## src/rtl/ram_sync_nolatch_mrmw_pkg.sv

```systemverilog
// Shared constants and state encoding for the multi-read/multi-write register-file RAM.
// Default widths and the clear/ready state encoding live here.
package ram_sync_nolatch_mrmw_pkg;

    localparam int ADDR_LEN = 5;
    localparam int DATA_LEN = 16;

    typedef enum logic {
        RAM_ST_CLEAR = 1'b0,
        RAM_ST_READY = 1'b1
    } ram_state_e;

endpackage

```

## src/rtl/ram_mrmw_clr_fsm.sv

```systemverilog
// Clear-sweep controller: walks a pointer over every entry after reset or on request,
// and gates user writes while the sweep runs or a clear is being accepted.
module ram_mrmw_clr_fsm
    import ram_sync_nolatch_mrmw_pkg::*;
#(
    parameter int AW    = ADDR_LEN,
    parameter int DEPTH = 32
) (
    input  logic          clk,
    input  logic          reset_x,
    input  logic          clr_req,
    output logic          busy,
    output logic          wr_gate,
    output logic          clr_we,
    output logic [AW-1:0] clr_addr
);

    localparam logic [AW-1:0] LAST = AW'(DEPTH - 1);

    ram_state_e    state_q, state_d;
    logic [AW-1:0] ptr_q, ptr_d;

    always_ff @(posedge clk or negedge reset_x) begin
        if (!reset_x) begin
            state_q <= RAM_ST_CLEAR;
            ptr_q   <= '0;
        end else begin
            state_q <= state_d;
            ptr_q   <= ptr_d;
        end
    end

    always_comb begin
        state_d = state_q;
        ptr_d   = ptr_q;
        case (state_q)
            RAM_ST_CLEAR: begin
                if (ptr_q == LAST) begin
                    ptr_d   = '0;
                    state_d = RAM_ST_READY;
                end else begin
                    ptr_d = ptr_q + 1'b1;
                end
            end
            RAM_ST_READY: begin
                if (clr_req) begin
                    state_d = RAM_ST_CLEAR;
                end
            end
            default: state_d = RAM_ST_CLEAR;
        endcase
    end

    // A clear request drops the writes presented in the same cycle.
    assign busy     = (state_q == RAM_ST_CLEAR);
    assign clr_we   = busy;
    assign clr_addr = ptr_q;
    assign wr_gate  = (state_q == RAM_ST_READY) && !clr_req;

endmodule

```

## src/rtl/ram_sync_nolatch_mrmw.sv

```systemverilog
// Parametrised register-file RAM: NUM_RD combinational read ports, NUM_WR synchronous
// write ports (highest index wins), optional bypass and hard-wired zero entry.
module ram_sync_nolatch_mrmw
    import ram_sync_nolatch_mrmw_pkg::*;
#(
    parameter int BRAM_ADDR_WIDTH = ADDR_LEN,
    parameter int BRAM_DATA_WIDTH = DATA_LEN,
    parameter int DATA_DEPTH      = 32,
    parameter int NUM_RD          = 6,
    parameter int NUM_WR          = 2,
    parameter int BYPASS          = 0,
    parameter int ZERO_REG        = 0
) (
    input  logic                                clk,
    input  logic                                reset_x,
    input  logic [NUM_RD*BRAM_ADDR_WIDTH-1:0]   raddr,
    output logic [NUM_RD*BRAM_DATA_WIDTH-1:0]   rdata,
    input  logic [NUM_WR*BRAM_ADDR_WIDTH-1:0]   waddr,
    input  logic [NUM_WR*BRAM_DATA_WIDTH-1:0]   wdata,
    input  logic [NUM_WR-1:0]                   we,
    input  logic                                clr_req,
    output logic                                busy
);

    localparam int AW = BRAM_ADDR_WIDTH;
    localparam int DW = BRAM_DATA_WIDTH;
    localparam int IW = (DATA_DEPTH > 1) ? $clog2(DATA_DEPTH) : 1;

    logic [DW-1:0] mem [DATA_DEPTH];

    logic          wr_gate;
    logic          clr_we;
    logic [AW-1:0] clr_addr;
    logic [NUM_WR-1:0] wr_en;
    logic [AW-1:0] waddr_a [NUM_WR];
    logic [DW-1:0] wdata_a [NUM_WR];

    ram_mrmw_clr_fsm #(
        .AW    (AW),
        .DEPTH (DATA_DEPTH)
    ) u_clr_fsm (
        .clk      (clk),
        .reset_x  (reset_x),
        .clr_req  (clr_req),
        .busy     (busy),
        .wr_gate  (wr_gate),
        .clr_we   (clr_we),
        .clr_addr (clr_addr)
    );

    // Effective enables: only writes that will actually land, so bypass sees the same set.
    generate
        for (genvar gi = 0; gi < NUM_WR; gi++) begin : g_wr
            assign waddr_a[gi] = waddr[gi*AW +: AW];
            assign wdata_a[gi] = wdata[gi*DW +: DW];
            assign wr_en[gi]   = we[gi] && wr_gate
                                 && (int'(waddr_a[gi]) < DATA_DEPTH)
                                 && !((ZERO_REG != 0) && (waddr_a[gi] == '0));
        end
    endgenerate

    // Ascending port order: the last matching assignment, i.e. the highest port, wins.
    always_ff @(posedge clk) begin
        if (clr_we) begin
            mem[clr_addr[IW-1:0]] <= '0;
        end else begin
            for (int j = 0; j < NUM_WR; j++) begin
                if (wr_en[j]) begin
                    mem[waddr_a[j][IW-1:0]] <= wdata_a[j];
                end
            end
        end
    end

    generate
        for (genvar gi = 0; gi < NUM_RD; gi++) begin : g_rd
            logic [AW-1:0] ra;
            logic [DW-1:0] rd;

            assign ra = raddr[gi*AW +: AW];

            always_comb begin
                rd = '0;
                if (!busy && (int'(ra) < DATA_DEPTH)) begin
                    rd = mem[ra[IW-1:0]];
                    if (BYPASS != 0) begin
                        for (int j = 0; j < NUM_WR; j++) begin
                            if (wr_en[j] && (waddr_a[j] == ra)) begin
                                rd = wdata_a[j];
                            end
                        end
                    end
                end
                if ((ZERO_REG != 0) && (ra == '0)) begin
                    rd = '0;
                end
            end

            assign rdata[gi*DW +: DW] = rd;
        end
    endgenerate

endmodule

```

## config.mk

```make
export PLATFORM = sky130hd
export DESIGN_NAME = ram_sync_nolatch_mrmw
export DESIGN_NICKNAME = d
export VERILOG_FILES = /design/src/rtl/ram_sync_nolatch_mrmw_pkg.sv /design/src/rtl/ram_mrmw_clr_fsm.sv /design/src/rtl/ram_sync_nolatch_mrmw.sv
export SDC_FILE = /design/constraint.sdc
export NUM_CORES = 2
export LEC_CHECK = 0
export ABC_CLOCK_PERIOD_IN_PS = 4400
export CAP_MARGIN = 30
export CELL_PAD_IN_SITES_DETAIL_PLACEMENT = 0
export CELL_PAD_IN_SITES_GLOBAL_PLACEMENT = 2
export CORE_ASPECT_RATIO = 1.25
export CORE_MARGIN = 2
export CORE_UTILIZATION = 39
export CTS_BUF_LIST = sky130_fd_sc_hd__clkbuf_16
export DETAILED_ROUTE_END_ITERATION = 10
export PLACE_DENSITY = 0.68
export SLEW_MARGIN = 20
export SYNTH_ARGS = -nofsm -noshare
export SYNTH_HDL_FRONTEND = slang
export SYNTH_HIERARCHICAL = 1
export SYNTH_SLANG_ARGS = --single-unit
export TNS_END_PERCENT = 30
```

## constraint.sdc

```tcl
create_clock -name clk -period 4.4 [get_ports clk]
set_clock_uncertainty 0.2 [all_clocks]
set_input_delay 1.32 -clock clk [delete_from_list [all_inputs] [get_ports clk]]
set_output_delay 1.32 -clock clk [all_outputs]
set_load 0.02 [all_outputs]
```

* Word-level counts from Yosys, hierarchy flattened
Memory sizes are Yosys's and may differ from the RTL's.
Cells that the tools add are included.
** Storage, ports and cells
- Bits of input ports :: 77
- Bits in writable memories :: 512
- Bits in registers :: 6
- Output and inout port bits :: 97
- Memories kept :: 1
- Logic and storage cells :: 31
** Memory list
- mem :: words 32, bits a word 16, rd ports 6, clocked after Yosys merged registers in 0, write ports 2, RTL line ram_sync_nolatch_mrmw.sv:29 : logic [DW-1:0] mem [DATA_DEPTH];
** Operators by class
- Bitwise logic cells :: 1
- $add $sub $neg :: 1
- Multiplexer cells :: 20
- Eq/ne operators :: 1
- Reduce and logical (&&, ||, !) cells :: 5
** Operators with widths (number)
- 16-bit two-way mux :: 7
- 16-bit OR reduction :: 1
- 1-bit two-way mux :: 10
- 5-bit two-way mux :: 2
- 5-bit by 1-bit adder with 5-bit output, second input constant :: 1
- 5-bit == test, second input constant :: 1
- 1-bit logical AND :: 3
- 1-bit case mux with 2 select lines :: 1
- 1-bit logical NOT :: 1
- 1-bit NOT :: 1

* Longest topological paths before layout
- Depth after elaboration :: 8
- Depth in mapped cells :: 10
- Depth with buffers taken out :: 6

* By module
The synthesis kept the hierarchy.
** By module, submodules not included
- ram_sync_nolatch_mrmw :: cells an instance 3485, area each 46812.4 um^2, instances 1, sequential area each 15374.7 um^2
- ram_mrmw_clr_fsm :: cells an instance 27, area each 309.0 um^2, instances 1, sequential area each 150.1 um^2

* Worst setup path before layout
OpenSTA, ideal clock, no wires.
- Path kind :: input port to output port
- From :: in raddr[1]
- To :: out rdata[10]
- Slack :: 91 ps
- Buffers on the path :: 3
- Stages :: 6
- Required time :: 2880 ps
- Data arrival time :: 2789 ps
- Cell sequence :: buf_4 buf_4 buf_2 mux4_2 o2111ai_1 a31oi_1
** Between the ends
- Cells in the longest elaborated chain, start to end :: 2
** Ends and longest elaborated chain
- start, declared :: RTL line ram_sync_nolatch_mrmw.sv:16 : input logic [NUM_RD*BRAM_ADDR_WIDTH-1:0] raddr,
- memory read 32 x 16 bit
- 16-bit two-way mux :: RTL line ram_sync_nolatch_mrmw.sv:84 : if (!busy && (int'(ra) < DATA_DEPTH)) begin
- end, declared :: RTL line ram_sync_nolatch_mrmw.sv:17 : output logic [NUM_RD*BRAM_DATA_WIDTH-1:0] rdata,
No other way between the ends.

* Final worst setup path
- From :: in raddr[26]
- To :: out rdata[94]
The elaborated chain is that of the path after synthesis.

==> results.json <==
{
  "outcome": "finished with violations",
  "violations": "negative setup slack",
  "synth_nets": 3591,
  "grt_pass1_vias": 41531,
  "p_int_mw": 13.1,
  "clock_sinks": 518,
  "hold_violations": 0,
  "drc": 0,
  "grt_overflow": 0,
  "nets": 4305,
  "yosys.cell_types.count": 50,
  "cts_root_buf": "clkbuf_16",
  "p_per_area_nw_per_um2": 330,
  "synthXorXnorAreaFrac_pct": 0,
  "die_area_um2": 124000,
  "combPwrFrac_pct": 39.8,
  "drive_gt1_share_pct": 57.0,
  "gp_routability_congestion": 1.03,
  "rows": 142,
  "worst_pin_slew_ns": 1.00,
  "maxCapViolations": 0,
  "wirelength_mm": 279,
  "critPathLaunchType": "input port",
  "first_pass_iters": 6,
  "syn-instance-count": 3512,
  "crit_start": "raddr[26]",
  "async_reset_ff_share_pct": 1.16,
  "ys.flop_type": "edfxtp_1",
  "dp_hpwl_mm": 197,
  "avgRoutedWirePerCell_um": 47.6,
  "period_needed_ns": 4.83,
  "cts_tree": "built",
  "cts_inserted_buffers": 67,
  "finalPower_mw": 21.1,
  "die_h_um": 393,
  "ios": 174,
  "finalCritPeriodShare_pct": 110,
  "slew_headroom_pct": 32.9,
  "synth_area_leaders": "edfxtp_1 33%, mux4_2 32%, mux2i_1 8.2%",
  "crit-reg2reg-launch": "u_clr_fsm/state_q$_DFF_PN0_",
  "crit_arrival_ns": 3.31,
  "power.switching_mw": 8.01,
  "viasPerCell": 7.49,
  "path_class": "in -> out",
  "fmax_ghz": 0.207,
  "ys_warn_count": 6,
  "min_path_type": "reg -> reg",
  "h-tree-depth": 3,
  "peakVddDrop_mv": 0.324,
  "area.growth.synth_to_final_pct": 35.9,
  "start_util_pct": 39.3,
  "drt_iter0_markers": 7667,
  "grt_max_degree": 93,
  "power_frac_seq_pct": 31.8,
  "drv_slew": 0,
  "die_w_um": 315,
  "finalSetupViolCount": 96,
  "synth_edf_count": 512,
  "clk_path_buf_depth": 3,
  "fillers": 9934,
  "antenna_found_initial": 16,
  "crit_path_end_kind": "output port",
  "fin_area_um2": 64000,
  "placed_area_um2": 56300,
  "path_clk_slew_ns": 0.05,
  "rsz0062_at_grt": "yes",
  "io_buffers": 173,
  "insertion_delay_ns": 0.65,
  "synth_mux_area_share_pct": 46.6,
  "synth_simple_gate_area_share_pct": 4.62,
  "track_usage_pct": 44.4,
  "synthTopCellsByCount": "672 x mux4_2, 512 x edfxtp_1, 388 x mux2i_1",
  "cts_hold_buf": 0,
  "synth_fa_ha_area_share_pct": 0.0531,
  "synth_top_family_by_area": "multiplexers",
  "syn_area_per_cell_um2": 13.4,
  "cp_max_fo": 7,
  "core_region_area_um2": 120000,
  "finalWorstSetupSlack_ns": -0.434,
  "netlist.area_leader.share_pct": 32.6,
  "dr_total_vias": 43916,
  "hp-start": "u_clr_fsm/clr_addr[2]$_DFFE_PN0N_",
  "final_antenna_net_count": 0,
  "power_frac_clock_pct": 28.3,
  "ys_ff_latch": 518,
  "synth.most_common_cell": "mux4_2",
  "p_leak_nw": 23.5,
  "synth-compound-area-share_pct": 10.7,
  "switching_share_pct": 37.9,
  "grt_pass1_wl_mm": 370,
  "ys_seq_area_share_pct": 32.9,
  "synth_top_area_cell": "edfxtp_1",
  "crit_required_ns": 2.88,
  "synthesis.area_um2": 47100,
  "final_core_util_pct": 53.4
}
sequential cells by signal, summed over array words and instances, names as in the netlist:
register	count
u_clr_fsm/state_q	1
u_clr_fsm/clr_addr	5
mem	512
cell usage in the layout, fill, tap and decap left out, types with 21 or more instances in the layout:
cell	Yosys	layout
mux2_2	258	258
clkdlybuf4s50_1	0	50
mux4_2	672	672
a221oi_1	72	44
buf_4	81	616
clkbuf_16	0	74
buf_8	0	21
edfxtp_1	512	512
mux2i_4	0	64
a31oi_2	0	29
a221oi_2	0	24
a22oi_2	0	39
a221o_1	96	77
a22oi_1	96	57
buf_6	30	117
a31oi_1	97	57
buf_16	0	51
buf_12	0	201
o21ai_0	345	284
nand2_1	332	332
o21ai_2	0	26
mux2i_2	0	39
mux2i_1	388	285
o21ai_1	4	36
cell families after synthesis:
family,count (synthesis)
adders and majority gates,2
AOI/OAI and AO/OA,755
muxes,1320
and+or+nand+nor,464
DFF,518
buffers and inverters,453
path summary, 6_finish.rpt:
path	end	slack [ns]	cells after the start
setup / recovery	rdata[94]	-0.43	10
hold / removal	u_clr_fsm/clr_addr[2]$_DFFE_PN0N_	0.43	1
setup reg to reg	mem[17][0]$_DFFE_PP_	0.54	9
hold reg to reg	u_clr_fsm/clr_addr[2]$_DFFE_PN0N_	0.43	1
max in group asynchronous	u_clr_fsm/clr_addr[0]$_DFFE_PN0N_	3.09	1
min in group asynchronous	u_clr_fsm/clr_addr[1]$_DFFE_PN0N_	0.71	1
critical path, cell delays in order:
cell	delay (ns)
buf_16	0.14
buf_4	0.16
buf_4	0.14
mux4_2	0.32
mux2i_1	0.07
buf_4	0.15
a221o_1	0.39
a31oi_1	0.26
buf_4	0.21
buf_4	0.15
routing by layer:
layer / part of all wire [%] / wire (um) / global-route usage [%] / vias to the layer above
met3: 15 / 41400 / 16.4 / 896
li1: - / - / - / 16313
met5: 0.088 / 247 / 0.718 / -
met4: 6.8 / 19100 / 22.7 / 12
met1: 36 / 101000 / 58.3 / 22471
met2: 42 / 118000 / 64.1 / 4224
power by group through the flow:
stage          clock (mW)  combinational (mW)  sequential [mW]
3_3_place_gp            0                7.20             6.70
5_1_grt              6.16                8.45             6.75
3_5_place_dp            0                7.24             6.76
6_report             5.99                8.42             6.73
4_1_cts              6.02                7.88             6.66
2_1_floorplan           0                3.55             6.41
per-stage QoR:
stage	setup WS (ns)	instances	hold WS, ns	TNS (ns)
2_1_floorplan	0.0912	3512	0.319	0
3_3_place_gp	-1.42	5567	0.376	-85.12
3_5_place_dp	-1.28	5570	0.420	-82.95
4_1_cts	-0.363	5798	0.431	-27.65
5_1_grt	-0.415	5863	0.464	-27.73
6_report	-0.434	5867	0.429	-27.94
timing repair:
action                                  in CTS  in global routing
endpoints found under the setup margin      96                 96
pin swaps                                   99                 64
gates cloned                                28                  5
buffers inserted                           100                 59
resized for setup                          807                229
area by class of cell:
class / count / area (um2) / share of cell area, %
diodes: 5 / 12.5 / 0.0195
clock buffers: 69 / 1730 / 2.70
clock inverters: 52 / 571 / 0.891
inverters: 10 / 43.8 / 0.0684
multi-input cells: 2541 / 31500 / 49.2
flip-flops and latches: 518 / 15500 / 24.2
well taps: 1584 / 1980 / 3.10
repair buffers: 1088 / 12700 / 19.8
Power figures use the tool's default switching activity.
